### config.mk
export PLATFORM = sky130hd
export DESIGN_NAME = multicycle_ctrl_flat
export DESIGN_NICKNAME = d
export VERILOG_FILES = /design/src/rtl/core_pkg.sv /design/src/rtl/multicycle_ctrl_if.sv /design/src/rtl/alu_decoder.sv /design/src/rtl/multicycle_ctrl.sv /design/src/flat_wrapper.sv
export SDC_FILE = /design/constraint.sdc
export NUM_CORES = 1
export LEC_CHECK = 0
export ABC_AREA = 1
export CORE_MARGIN = 1
export CORE_UTILIZATION = 32
export CTS_BUF_LIST = sky130_fd_sc_hd__clkbuf_16
export DETAILED_ROUTE_END_ITERATION = 8
export MAX_ROUTING_LAYER = met4
export PLACE_DENSITY = 0.85
export SYNTH_ARGS = -nofsm -noshare
export SYNTH_HDL_FRONTEND = slang
export SYNTH_SLANG_ARGS = --single-unit
### constraint.sdc
create_clock -name clk -period 1.4 [get_ports clk]
set_clock_uncertainty 0.2 [all_clocks]
set_input_delay 0.14 -clock clk [delete_from_list [all_inputs] [get_ports clk]]
set_output_delay 0.14 -clock clk [all_outputs]
set_load 0.02 [all_outputs]
### src/rtl/core_pkg.sv
// Shared types for the multicycle RV32I-subset control path.
// Holds the ALU operation encodings, opcode constants, datapath select
// enums, the opcode classifier and the main control FSM state type.
package core_pkg;

  localparam int unsigned XLEN = 32;

  localparam logic [6:0] OP_R      = 7'b0110011;
  localparam logic [6:0] OP_I      = 7'b0010011;
  localparam logic [6:0] OP_LOAD   = 7'b0000011;
  localparam logic [6:0] OP_STORE  = 7'b0100011;
  localparam logic [6:0] OP_BRANCH = 7'b1100011;
  localparam logic [6:0] OP_JAL    = 7'b1101111;

  typedef enum logic [3:0] {
    ALU_AND = 4'd0,
    ALU_OR  = 4'd1,
    ALU_ADD = 4'd2,
    ALU_SUB = 4'd6,
    ALU_SLT = 4'd7,
    ALU_NOR = 4'd12
  } alu_op_e;

  typedef enum logic [1:0] {
    SRCA_PC    = 2'd0,
    SRCA_OLDPC = 2'd1,
    SRCA_RS1   = 2'd2
  } alu_src_a_e;

  typedef enum logic [1:0] {
    SRCB_RS2  = 2'd0,
    SRCB_IMM  = 2'd1,
    SRCB_FOUR = 2'd2
  } alu_src_b_e;

  typedef enum logic [1:0] {
    IMM_I = 2'd0,
    IMM_S = 2'd1,
    IMM_B = 2'd2,
    IMM_J = 2'd3
  } imm_src_e;

  typedef enum logic [1:0] {
    RES_ALUOUT  = 2'd0,
    RES_MEMDATA = 2'd1,
    RES_ALU     = 2'd2
  } result_src_e;

  typedef enum logic [2:0] {
    OPC_R, OPC_I, OPC_LOAD, OPC_STORE, OPC_BRANCH, OPC_JAL, OPC_ILLEGAL
  } opc_class_e;

  typedef enum logic [3:0] {
    S_FETCH, S_DECODE, S_EXEC_R, S_EXEC_I, S_ALU_WB, S_MEM_ADDR,
    S_MEM_READ, S_MEM_WB, S_MEM_WRITE, S_BRANCH, S_JAL, S_TRAP
  } state_e;

  // Map a raw opcode onto the instruction class the control path handles.
  function automatic opc_class_e opc_classify(input logic [6:0] opcode);
    case (opcode)
      OP_R:      return OPC_R;
      OP_I:      return OPC_I;
      OP_LOAD:   return OPC_LOAD;
      OP_STORE:  return OPC_STORE;
      OP_BRANCH: return OPC_BRANCH;
      OP_JAL:    return OPC_JAL;
      default:   return OPC_ILLEGAL;
    endcase
  endfunction

endpackage

### src/rtl/multicycle_ctrl_if.sv
// Control/status bundle between the main controller and the datapath.
// master: controller side (drives selects, strobes, memory request, trap).
// slave : datapath/memory side (drives IR contents, ALU flags, mem_ready).
interface multicycle_ctrl_if;
  import core_pkg::*;

  logic [XLEN-1:0] instr;
  logic            alu_zero;
  logic            alu_ovf;
  logic            mem_ready;
  logic            mem_req;
  logic            mem_we;
  logic            adr_src;
  logic            ir_we;
  logic            pc_we;
  logic            reg_we;
  alu_src_a_e      alu_src_a;
  alu_src_b_e      alu_src_b;
  imm_src_e        imm_src;
  result_src_e     result_src;
  alu_op_e         alu_ctrl;
  logic            trap;

  modport master (
    input  instr, alu_zero, alu_ovf, mem_ready,
    output mem_req, mem_we, adr_src, ir_we, pc_we, reg_we,
           alu_src_a, alu_src_b, imm_src, result_src, alu_ctrl, trap
  );

  modport slave (
    output instr, alu_zero, alu_ovf, mem_ready,
    input  mem_req, mem_we, adr_src, ir_we, pc_we, reg_we,
           alu_src_a, alu_src_b, imm_src, result_src, alu_ctrl, trap
  );
endinterface

### src/rtl/alu_decoder.sv
// ALU operation decoder: (opcode class, funct3, funct7[5]) -> alu_ctrl.
// Ports: opc_class, funct3, funct7_5 in; alu_ctrl, illegal out.
// illegal flags encodings outside the supported subset.
module alu_decoder
  import core_pkg::*;
(
  input  opc_class_e  opc_class,
  input  logic [2:0]  funct3,
  input  logic        funct7_5,
  output alu_op_e     alu_ctrl,
  output logic        illegal
);

  always_comb begin
    alu_ctrl = ALU_ADD;
    illegal  = 1'b0;
    case (opc_class)
      OPC_R, OPC_I: begin
        case (funct3)
          3'b000:  alu_ctrl = (opc_class == OPC_R && funct7_5) ? ALU_SUB : ALU_ADD;
          3'b111:  alu_ctrl = ALU_AND;
          3'b110:  alu_ctrl = ALU_OR;
          3'b010:  alu_ctrl = ALU_SLT;
          default: illegal  = 1'b1;
        endcase
        // Only sub uses the alternate funct7 in the R-type subset.
        if (opc_class == OPC_R && funct7_5 && funct3 != 3'b000) illegal = 1'b1;
      end
      OPC_LOAD, OPC_STORE: illegal = (funct3 != 3'b010);
      OPC_BRANCH: begin
        alu_ctrl = ALU_SUB;
        illegal  = !(funct3 == 3'b000 || funct3 == 3'b001);
      end
      OPC_JAL: alu_ctrl = ALU_ADD;
      default: illegal = 1'b1;
    endcase
  end

endmodule

### src/rtl/multicycle_ctrl.sv
// Multicycle main control FSM for the RV32I-subset core.
// Ports: clk, rst_n (synchronous, active-low), bus (multicycle_ctrl_if.master).
// Outputs are Moore decodes of state and instr; FETCH/MEM_* strobes are
// qualified by mem_ready and BRANCH pc_we by alu_zero. All outputs are
// forced to 0 while rst_n is low (trap too, unless RESET_TRAP_CLR=0).
// Build option: define ALU_OVF_TRAP_EN to trap on signed overflow of
// ADD/SUB in EXEC_R/EXEC_I instead of writing back.
module multicycle_ctrl
  import core_pkg::*;
#(
  parameter bit RESET_TRAP_CLR = 1'b1
) (
  input  logic               clk,
  input  logic               rst_n,
  multicycle_ctrl_if.master  bus
);

  state_e     state_q, state_d;
  logic       trap_q, trap_d;
  opc_class_e opc_class;
  alu_op_e    dec_alu_ctrl;
  logic       dec_illegal;
  logic       ovf_trap;
  logic       unused_instr;

  assign opc_class    = opc_classify(bus.instr[6:0]);
  assign unused_instr = ^{bus.instr[31], bus.instr[29:15], bus.instr[11:7]};

  alu_decoder u_alu_decoder (
    .opc_class (opc_class),
    .funct3    (bus.instr[14:12]),
    .funct7_5  (bus.instr[30]),
    .alu_ctrl  (dec_alu_ctrl),
    .illegal   (dec_illegal)
  );

`ifdef ALU_OVF_TRAP_EN
  assign ovf_trap = bus.alu_ovf && (dec_alu_ctrl == ALU_ADD || dec_alu_ctrl == ALU_SUB);
`else
  logic unused_ovf;
  assign unused_ovf = bus.alu_ovf;
  assign ovf_trap   = 1'b0;
`endif

  // State and sticky trap registers.
  always_ff @(posedge clk) begin
    if (!rst_n) begin
      state_q <= S_FETCH;
      if (RESET_TRAP_CLR) trap_q <= 1'b0;
    end else begin
      state_q <= state_d;
      trap_q  <= trap_d;
    end
  end

  assign trap_d   = trap_q | (state_d == S_TRAP);
  assign bus.trap = trap_q & (rst_n | ~RESET_TRAP_CLR);

  // Next-state and output decode.
  always_comb begin
    state_d        = state_q;
    bus.mem_req    = 1'b0;
    bus.mem_we     = 1'b0;
    bus.adr_src    = 1'b0;
    bus.ir_we      = 1'b0;
    bus.pc_we      = 1'b0;
    bus.reg_we     = 1'b0;
    bus.alu_src_a  = SRCA_PC;
    bus.alu_src_b  = SRCB_RS2;
    bus.imm_src    = IMM_I;
    bus.result_src = RES_ALUOUT;
    bus.alu_ctrl   = ALU_AND;

    case (state_q)
      S_FETCH: begin
        bus.mem_req    = 1'b1;
        bus.alu_src_a  = SRCA_PC;
        bus.alu_src_b  = SRCB_FOUR;
        bus.alu_ctrl   = ALU_ADD;
        bus.result_src = RES_ALU;
        if (bus.mem_ready) begin
          bus.ir_we = 1'b1;
          bus.pc_we = 1'b1;
          state_d   = S_DECODE;
        end
      end
      S_DECODE: begin
        // Latch the branch/jump target into ALUOut.
        bus.alu_src_a = SRCA_OLDPC;
        bus.alu_src_b = SRCB_IMM;
        bus.alu_ctrl  = ALU_ADD;
        if (opc_class == OPC_BRANCH) bus.imm_src = IMM_B;
        else if (opc_class == OPC_JAL) bus.imm_src = IMM_J;
        if (dec_illegal) state_d = S_TRAP;
        else begin
          case (opc_class)
            OPC_R:               state_d = S_EXEC_R;
            OPC_I:               state_d = S_EXEC_I;
            OPC_LOAD, OPC_STORE: state_d = S_MEM_ADDR;
            OPC_BRANCH:          state_d = S_BRANCH;
            OPC_JAL:             state_d = S_JAL;
            default:             state_d = S_TRAP;
          endcase
        end
      end
      S_EXEC_R, S_EXEC_I: begin
        bus.alu_src_a = SRCA_RS1;
        bus.alu_src_b = (state_q == S_EXEC_I) ? SRCB_IMM : SRCB_RS2;
        bus.alu_ctrl  = dec_alu_ctrl;
        state_d       = ovf_trap ? S_TRAP : S_ALU_WB;
      end
      S_ALU_WB: begin
        bus.reg_we     = 1'b1;
        bus.result_src = RES_ALUOUT;
        state_d        = S_FETCH;
      end
      S_MEM_ADDR: begin
        bus.alu_src_a = SRCA_RS1;
        bus.alu_src_b = SRCB_IMM;
        bus.alu_ctrl  = ALU_ADD;
        bus.imm_src   = (opc_class == OPC_STORE) ? IMM_S : IMM_I;
        state_d       = (opc_class == OPC_STORE) ? S_MEM_WRITE : S_MEM_READ;
      end
      S_MEM_READ: begin
        bus.mem_req = 1'b1;
        bus.adr_src = 1'b1;
        if (bus.mem_ready) state_d = S_MEM_WB;
      end
      S_MEM_WB: begin
        bus.reg_we     = 1'b1;
        bus.result_src = RES_MEMDATA;
        state_d        = S_FETCH;
      end
      S_MEM_WRITE: begin
        bus.mem_req = 1'b1;
        bus.mem_we  = 1'b1;
        bus.adr_src = 1'b1;
        if (bus.mem_ready) state_d = S_FETCH;
      end
      S_BRANCH: begin
        bus.alu_src_a  = SRCA_RS1;
        bus.alu_src_b  = SRCB_RS2;
        bus.alu_ctrl   = ALU_SUB;
        bus.result_src = RES_ALUOUT;
        state_d        = S_FETCH;
        case (bus.instr[14:12])
          3'b000:  bus.pc_we = bus.alu_zero;
          3'b001:  bus.pc_we = ~bus.alu_zero;
          default: state_d   = S_TRAP;
        endcase
      end
      S_JAL: begin
        // PC takes the target from ALUOut while the ALU forms OldPC+4.
        bus.pc_we      = 1'b1;
        bus.result_src = RES_ALUOUT;
        bus.alu_src_a  = SRCA_OLDPC;
        bus.alu_src_b  = SRCB_FOUR;
        bus.alu_ctrl   = ALU_ADD;
        state_d        = S_ALU_WB;
      end
      S_TRAP:  state_d = S_TRAP;
      default: state_d = S_TRAP;
    endcase

    // Reset aborts any transaction in flight and silences every strobe.
    if (!rst_n) begin
      bus.mem_req    = 1'b0;
      bus.mem_we     = 1'b0;
      bus.adr_src    = 1'b0;
      bus.ir_we      = 1'b0;
      bus.pc_we      = 1'b0;
      bus.reg_we     = 1'b0;
      bus.alu_src_a  = SRCA_PC;
      bus.alu_src_b  = SRCB_RS2;
      bus.imm_src    = IMM_I;
      bus.result_src = RES_ALUOUT;
      bus.alu_ctrl   = ALU_AND;
    end
  end

endmodule

### src/flat_wrapper.sv
// flat-port wrapper written by rule: the top's interface ports become plain ports
module multicycle_ctrl_flat import core_pkg::*;
#(
  parameter bit RESET_TRAP_CLR = 1'b1
)
  (clk, rst_n, bus_instr, bus_alu_zero, bus_alu_ovf, bus_mem_ready, bus_mem_req, bus_mem_we, bus_adr_src, bus_ir_we, bus_pc_we, bus_reg_we, bus_alu_src_a, bus_alu_src_b, bus_imm_src, bus_result_src, bus_alu_ctrl, bus_trap);
  multicycle_ctrl_if bus_i ();
  input  logic clk;
  input  logic rst_n;
  input wire logic [$bits(bus_i.instr)-1:0] bus_instr;
  input wire logic [$bits(bus_i.alu_zero)-1:0] bus_alu_zero;
  input wire logic [$bits(bus_i.alu_ovf)-1:0] bus_alu_ovf;
  input wire logic [$bits(bus_i.mem_ready)-1:0] bus_mem_ready;
  output wire logic [$bits(bus_i.mem_req)-1:0] bus_mem_req;
  output wire logic [$bits(bus_i.mem_we)-1:0] bus_mem_we;
  output wire logic [$bits(bus_i.adr_src)-1:0] bus_adr_src;
  output wire logic [$bits(bus_i.ir_we)-1:0] bus_ir_we;
  output wire logic [$bits(bus_i.pc_we)-1:0] bus_pc_we;
  output wire logic [$bits(bus_i.reg_we)-1:0] bus_reg_we;
  output wire logic [$bits(bus_i.alu_src_a)-1:0] bus_alu_src_a;
  output wire logic [$bits(bus_i.alu_src_b)-1:0] bus_alu_src_b;
  output wire logic [$bits(bus_i.imm_src)-1:0] bus_imm_src;
  output wire logic [$bits(bus_i.result_src)-1:0] bus_result_src;
  output wire logic [$bits(bus_i.alu_ctrl)-1:0] bus_alu_ctrl;
  output wire logic [$bits(bus_i.trap)-1:0] bus_trap;
  assign bus_i.instr = bus_instr;
  assign bus_i.alu_zero = bus_alu_zero;
  assign bus_i.alu_ovf = bus_alu_ovf;
  assign bus_i.mem_ready = bus_mem_ready;
  assign bus_mem_req = bus_i.mem_req;
  assign bus_mem_we = bus_i.mem_we;
  assign bus_adr_src = bus_i.adr_src;
  assign bus_ir_we = bus_i.ir_we;
  assign bus_pc_we = bus_i.pc_we;
  assign bus_reg_we = bus_i.reg_we;
  assign bus_alu_src_a = bus_i.alu_src_a;
  assign bus_alu_src_b = bus_i.alu_src_b;
  assign bus_imm_src = bus_i.imm_src;
  assign bus_result_src = bus_i.result_src;
  assign bus_alu_ctrl = bus_i.alu_ctrl;
  assign bus_trap = bus_i.trap;
  multicycle_ctrl #(.RESET_TRAP_CLR(RESET_TRAP_CLR)) u_core (.clk(clk), .rst_n(rst_n), .bus(bus_i));
endmodule
# After elaboration in Yosys (flattened, before gate mapping)
# Index checks and enable logic that the tools add are counted.
word_totals:
  out_inout_bits: 19
  word_cells: 97
  in_bits: 37
  ff_bits: 5
op_classes:
  muxes: 43
  n_reduce_logical: 22
  eq_ne: 27
  bitwise: 3
ops:
  columns: ["op", "n"]
  rows:
  - ["case mux 4 bit (8 select lines)", 1]
  - ["2-to-1 mux 4 bit", 6]
  - ["case mux 4 bit (5 select lines)", 1]
  - ["case mux 3 bit (6 select lines)", 1]
  - ["OR reduction 2 bit", 9]
  - ["== test 4 x 3 -> 1 bit (second input constant)", 4]
  - ["== test 4 bit (second input constant)", 4]
  - ["2-to-1 mux 1 bit", 16]
  - ["== test 7 x 6 -> 1 bit (second input constant)", 2]
  - ["== test 7 bit (second input constant)", 2]
  - ["== test 3 bit (second input constant)", 4]
  - ["2-to-1 mux 2 bit", 6]
  - ["case mux 2 bit (2 select lines)", 3]
  - ["case mux 3 bit (4 select lines)", 1]
  - ["OR reduction 4 bit", 3]
  - ["== test 3 x 2 -> 1 bit (second input constant)", 3]
  - ["case mux 3 bit (3 select lines)", 1]
  - ["== test 4 x 2 -> 1 bit (second input constant)", 2]
  - ["== test 7 x 2 -> 1 bit (second input constant)", 1]
  - ["== test 7 x 5 -> 1 bit (second input constant)", 1]
  - ["== test 3 x 1 -> 1 bit (second input constant)", 2]
  - ["zero test 3 bit", 2]
  - ["2-to-1 mux 3 bit", 2]
  - ["case mux 2 bit (3 select lines)", 1]
  - ["15 further kinds", 17]

# Longest topological paths before layout
logic_depth:
  depth_word: 11
  ltp_mapped: 14
  depth_no_buf: 14

# By module
# Synthesis repeated with hierarchy kept, for this count alone.
unflattened:
  cells_unflattened: 151
  hier_area_um2: 843.3
modules_own_cells:
  columns: ["mod", "area_each_um2", "n_inst", "cells_per_inst", "seq_area_each_um2"]
  rows:
  - ["multicycle_ctrl", 733.2, 1, 128, 100.1]
  - ["alu_decoder", 110.1, 1, 23, 0.0]

# Worst setup path after synthesis
# Ideal clock, no wire load.
synth_timing:
  kind: "reg-to-output"
  startpoint: "register u_core.state_q[3]"
  endpoint: "output bus_alu_ctrl[0]"
  arrival_ns: 1.327
  required_ns: 1.060
  setup_slack_ns: -0.267
  path_stages_with_launch: 6
  n_path_buf: 0
  path_cell_list: "dfxtp_1 -> nor2_2 -> inv_1 -> nor2_1 -> nand3_1 -> nor3_1"
synth_between:
  elab_chain_len: 4
  elab_cells_between_ends: 11
  cone_classes: "6 x eq/ne; 2 x mux; 3 x reduce/logical"
synth_lines:
  columns: ["item", "line", "text"]
  rows:
  - ["start: declaration", "multicycle_ctrl.sv:18", "state_e state_q, state_d;"]
  - ["start signal: assignment", "multicycle_ctrl.sv:51", "state_q <= state_d;"]
  - ["== test 4 x 3 -> 1 bit (tied with other cells)", "multicycle_ctrl.sv:74", "case (state_q)"]
  - ["OR reduction 4 bit (no source line) or OR reduction 2 bit (tied branches)", null, null]
  - ["case mux 3 bit (3 select lines) (*)", "multicycle_ctrl.sv:74", null]
  - ["2-to-1 mux 3 bit (*)", "multicycle_ctrl.sv:166", "if (!rst_n) begin"]
  - ["end: declaration", "flat_wrapper.sv:24", "output wire logic [$bits(bus_i.alu_ctrl)-1:0] bus_alu_ctrl;"]
# Every way passes the cells marked *; elsewhere a longest branch is shown, timed or not.

# Worst setup path after layout
layout_timing:
  startpoint: "register u_core.state_q[2]"
  endpoint: "output bus_imm_src[0]"
layout_between:
  elab_chain_len: 3
  elab_cells_between_ends: 4
  cone_classes: "2 x eq/ne; 2 x mux"
layout_lines:
  columns: ["item", "line", "text"]
  rows:
  - ["== test 4 x 3 -> 1 bit or == test 4 x 1 -> 1 bit (tied branches)", "multicycle_ctrl.sv:74", null]
  - ["case mux 2 bit (2 select lines) (*)", "multicycle_ctrl.sv:74", null]
  - ["2-to-1 mux 2 bit (*)", "multicycle_ctrl.sv:166", null]
  - ["end: declaration", "flat_wrapper.sv:22", "output wire logic [$bits(bus_i.imm_src)-1:0] bus_imm_src;"]
# Marks and branches as above.

==> results.txt <==
----------------------------------------------------
[Hold path]
  End point of the worst hold path ... u_core.state_q[0]$_SDFF_PN0_
  Count of cells along the worst hold path ... 4
  Worst min-delay path category ... input port to register
  Startpoint of the most critical hold path ... rst_n

[Synth]
  Leading cell type by number of instances after synthesis ... nand2_1
  Cell type contributing the most total cell area after synthesis ... nand2_1
  Ys flop type ... dfxtp_1
  Synthesized net count ... 199
  FFs w/ async S/R, synth ... 0%
  Post-synthesis cell type count ... 25
  Number of synthesis warnings ... 0
  Post-synth EDFFs ... 0
  Commonest cells in the synthesized netlist ... nand2_1 (38), inv_1 (28), nor2_1 (24)
  Cells taking the most area after synthesis ... nand2_1 (17%), inv_1 (13%), dfxtp_1 (12%)
  Gate count after technology mapping ... 162
  Share of Yosys cell area claimed by the top area cell type ... 17.27%
  Sequential element share of the synthesized area ... 12.12%
  Number of storage elements in the synthesis netlist ... 5
  Synthesized area per cell ... 5.097 µm²
  Post-synthesis cell area ... 825.8 µm²

[CTS]
  Clock sink count ... 5
  Maximum level of the CTS H-tree ... 1
  Clock root buffer ... clkbuf_16
  Clock Tree Buf Depth ... 2
  Clock-pin slew on the worst setup and hold paths ... 0.04 ns
  Number of buffers inserted during clock tree synthesis ... 3
  Clk_lat worst skew ... 0.24 ns
  CTS tree ... built

[Setup path]
  Required time of the worst setup path ... 1.06 ns
  Destination of the worst register-to-register timing path ... u_core.trap_q$_SDFF_PN0_
  Critical-path cell with the highest stage delay ... dfxtp_4
  Kind of launch point of the worst setup path ... register
  Delay of the slowest critical-path stage ... 0.36 ns
  Most used cell along the critical path ... nor2_4
  Worst Setup End Kind ... output port
  Max Fanout on Critical Path ... 3
  Critical path data arrival time ... 1.45 ns
  Worst R2R Setup Slack ... -0.31 ns
  Chain of cells forming the critical path ... nor2_4 > inv_4 > nor2_4 > nand4_1 > a21oi_4 > buf_6
  Worst R2R Start ... u_core.state_q[1]$_SDFF_PN0_
  WS Path Type ... register to output port
  FF-to-FF path depth ... 12

[Floorplan]
  Floorplan Core Area ... 2455 µm²
  Total Die Area ... 2788 µm²
  Die Y-Extent ... 52.80 µm
  Starting utilization of the core area ... 33.64%
  Placement Rows ... 18
  Die extent in x ... 52.80 µm
  Number of top-level pins ... 56

[Timing]
  Sum of negative setup slack ... -6.136 ns
  Worst Setup Slack, final ... -0.3879 ns
  Maximum operating frequency ... 559.3 MHz
  Shortest clock period the worst path allows after layout ... 1.788 ns
  Final critical-path share of the clock period ... 127.7%
  Final Setup Violations ... 22
  Max-slew violations ... 0
  Setup repair after global routing missed its margin ... true
  Final hold violations ... 0

[Pwr]
  Leak Pwr ... 0.0009435 µW
  Pwr/cell area ... 1516 nW/µm²
  Peak supply drop ... 1.784 mV

[Placed design]
  Global placement routability congestion ... 0.8869
  Place WS ... -1.071 ns
  Count of buffers from port buffering ... 32
  Post-detailed-placement half-perimeter wirelength ... 2275 µm

[GRT]
  Via count of the first global-routing pass ... 1375
  Wire length of the first global-routing pass ... 5630 µm
  GRT Util Overall ... 27.98%
  Final global-route overflow total ... 0
  Number of antenna violations at the first check in global routing ... 0
  Pin count of the biggest net entering global routing ... 10

[Drt]
  Routed vias ... 1396
  Via-to-Cell Ratio ... 5.058
  Post-route DRC ... 0
  Total wire length ... 4080 µm
  Detailed-routing iteration count for the pre-antenna-repair pass ... 4
  Detailed router's first-iteration violation count ... 41
  Routed length per instance ... 14.78 µm
  Residual antenna-violating net count after detailed routing ... 0

[Final layout]
  Number of antenna repair diodes ... 0
  Sequential standard cell area ... 115.1 µm²
  Final core occ ... 78.29%
  Fraction of final layout cells sized beyond drive strength 1 ... 67.48%
  Area Overhead vs Synth ... 132.7%
  Multi-input gate area in the final layout ... 872.1 µm²
  Final layout net count ... 284
  Fillers ... 155

[Status]
  Violated checks ... setup timing
  Outcome ... complete, but fails checks

[Flow run]
  Maxcap violations ... 0

----------------------------------------------------
==> logic make-up (layout without fill, tap and decap cells) <==
family          count (synthesis)  after routing  share of synthesized area (%)
flops                           5              5                          12.12
simple gates                   94             94                          52.42
other cells                     1              1                         0.4541
buf+inv                        36            120                          16.97
compound gates                 26             26                          18.03
==> power by group <==
part / leakage [µW] / switching (µW) / total (µW) / internal [µW]
clock: 0.0000423 / 114 / 486 / 372
combinational: 0.000857 / 1160 / 2110 / 943
sequential: 0.0000437 / 104 / 323 / 219
==> area by class of cell <==
| type | count | share of cell area, % |
|---|---|---|
| repair buffers | 83 | 35.55 |
| clock inverters | 1 | 0.1953 |
| inverters | 33 | 7.031 |
| clock buffers | 3 | 3.906 |
| multi-input cells | 121 | 45.38 |
| well taps | 30 | 1.953 |
| flip-flops and latches | 5 | 5.990 |
==> what timing repair did <==
action,CTS,global route
pin swaps,30,14
setup buffers,10,4
cloned,0,0
gates resized for setup,162,45
hold endpoints to repair,0,0
hold buffers,0,0
endpoints found under the setup margin,23,22
==> metrics by stage <==
step                power [µW]  instance area [µm²]  hold WS, ns  cells
detailed placement        1713                 1540       0.2410    258
CTS                       2515                 1802       0.2025    272
finish                    2914                 1922       0.1942    276
global placement          1672                 1540       0.2390    258
global route              3038                 1922       0.2373    276
floorplan                 1059                920.9      0.06385    162
==> how the worst max path moves through the flow <==
stage | startpoint | cells past startpoint | slack (ns) | end
global placement | bus_instr[2] | 10 | -1.01 | bus_alu_ctrl[2]
floorplan | u_core.state_q[3]$_SDFF_PN0_ | 5 | -0.07 | bus_alu_ctrl[0]
finish | u_core.state_q[2]$_SDFF_PN0_ | 6 | -0.39 | bus_imm_src[0]
detailed placement | bus_instr[3] | 10 | -1.07 | bus_alu_ctrl[2]
global route | u_core.state_q[2]$_SDFF_PN0_ | 6 | -0.42 | bus_alu_ctrl[1]
CTS | u_core.state_q[2]$_SDFF_PN0_ | 6 | -0.31 | bus_imm_src[0]
==> registers in the layout, indices dropped and copies added (netlist names) <==
signal	cells
u_core.trap_q	1
u_core.state_q	4
==> placed cells by master, fill, tap and decap left out, types with 6 or more instances in the layout <==
cell / n
a21oi_2: 9
buf_4: 55
buf_6: 14
inv_1: 13
inv_2: 17
nand2_1: 26
nand2_2: 10
nand2_4: 6
nand3_1: 7
nor2_1: 9
nor2_2: 8
nor2_4: 16
==> per-layer routing <==
metal  vias up  part of all wire (%)  global-route usage (%)  wire length [µm]
li1        681                     -                       -                 -
met1       634                    41                   31.86              1659
met2        67                    49                   46.62              2007
met3        14                   5.5                   5.797               225
met4         0                   4.6                   12.72               188
met5         -                     0                       -                 0
==> worst max-delay path: cells and delay by family (launching register included) <==
kind / cells / cell delay [ns]
flops: 1 / 0.36
buf+inv: 2 / 0.20
simple gates: 3 / 0.47
compound gates: 1 / 0.19
Note: power is estimated with default switching activity, not from simulation.
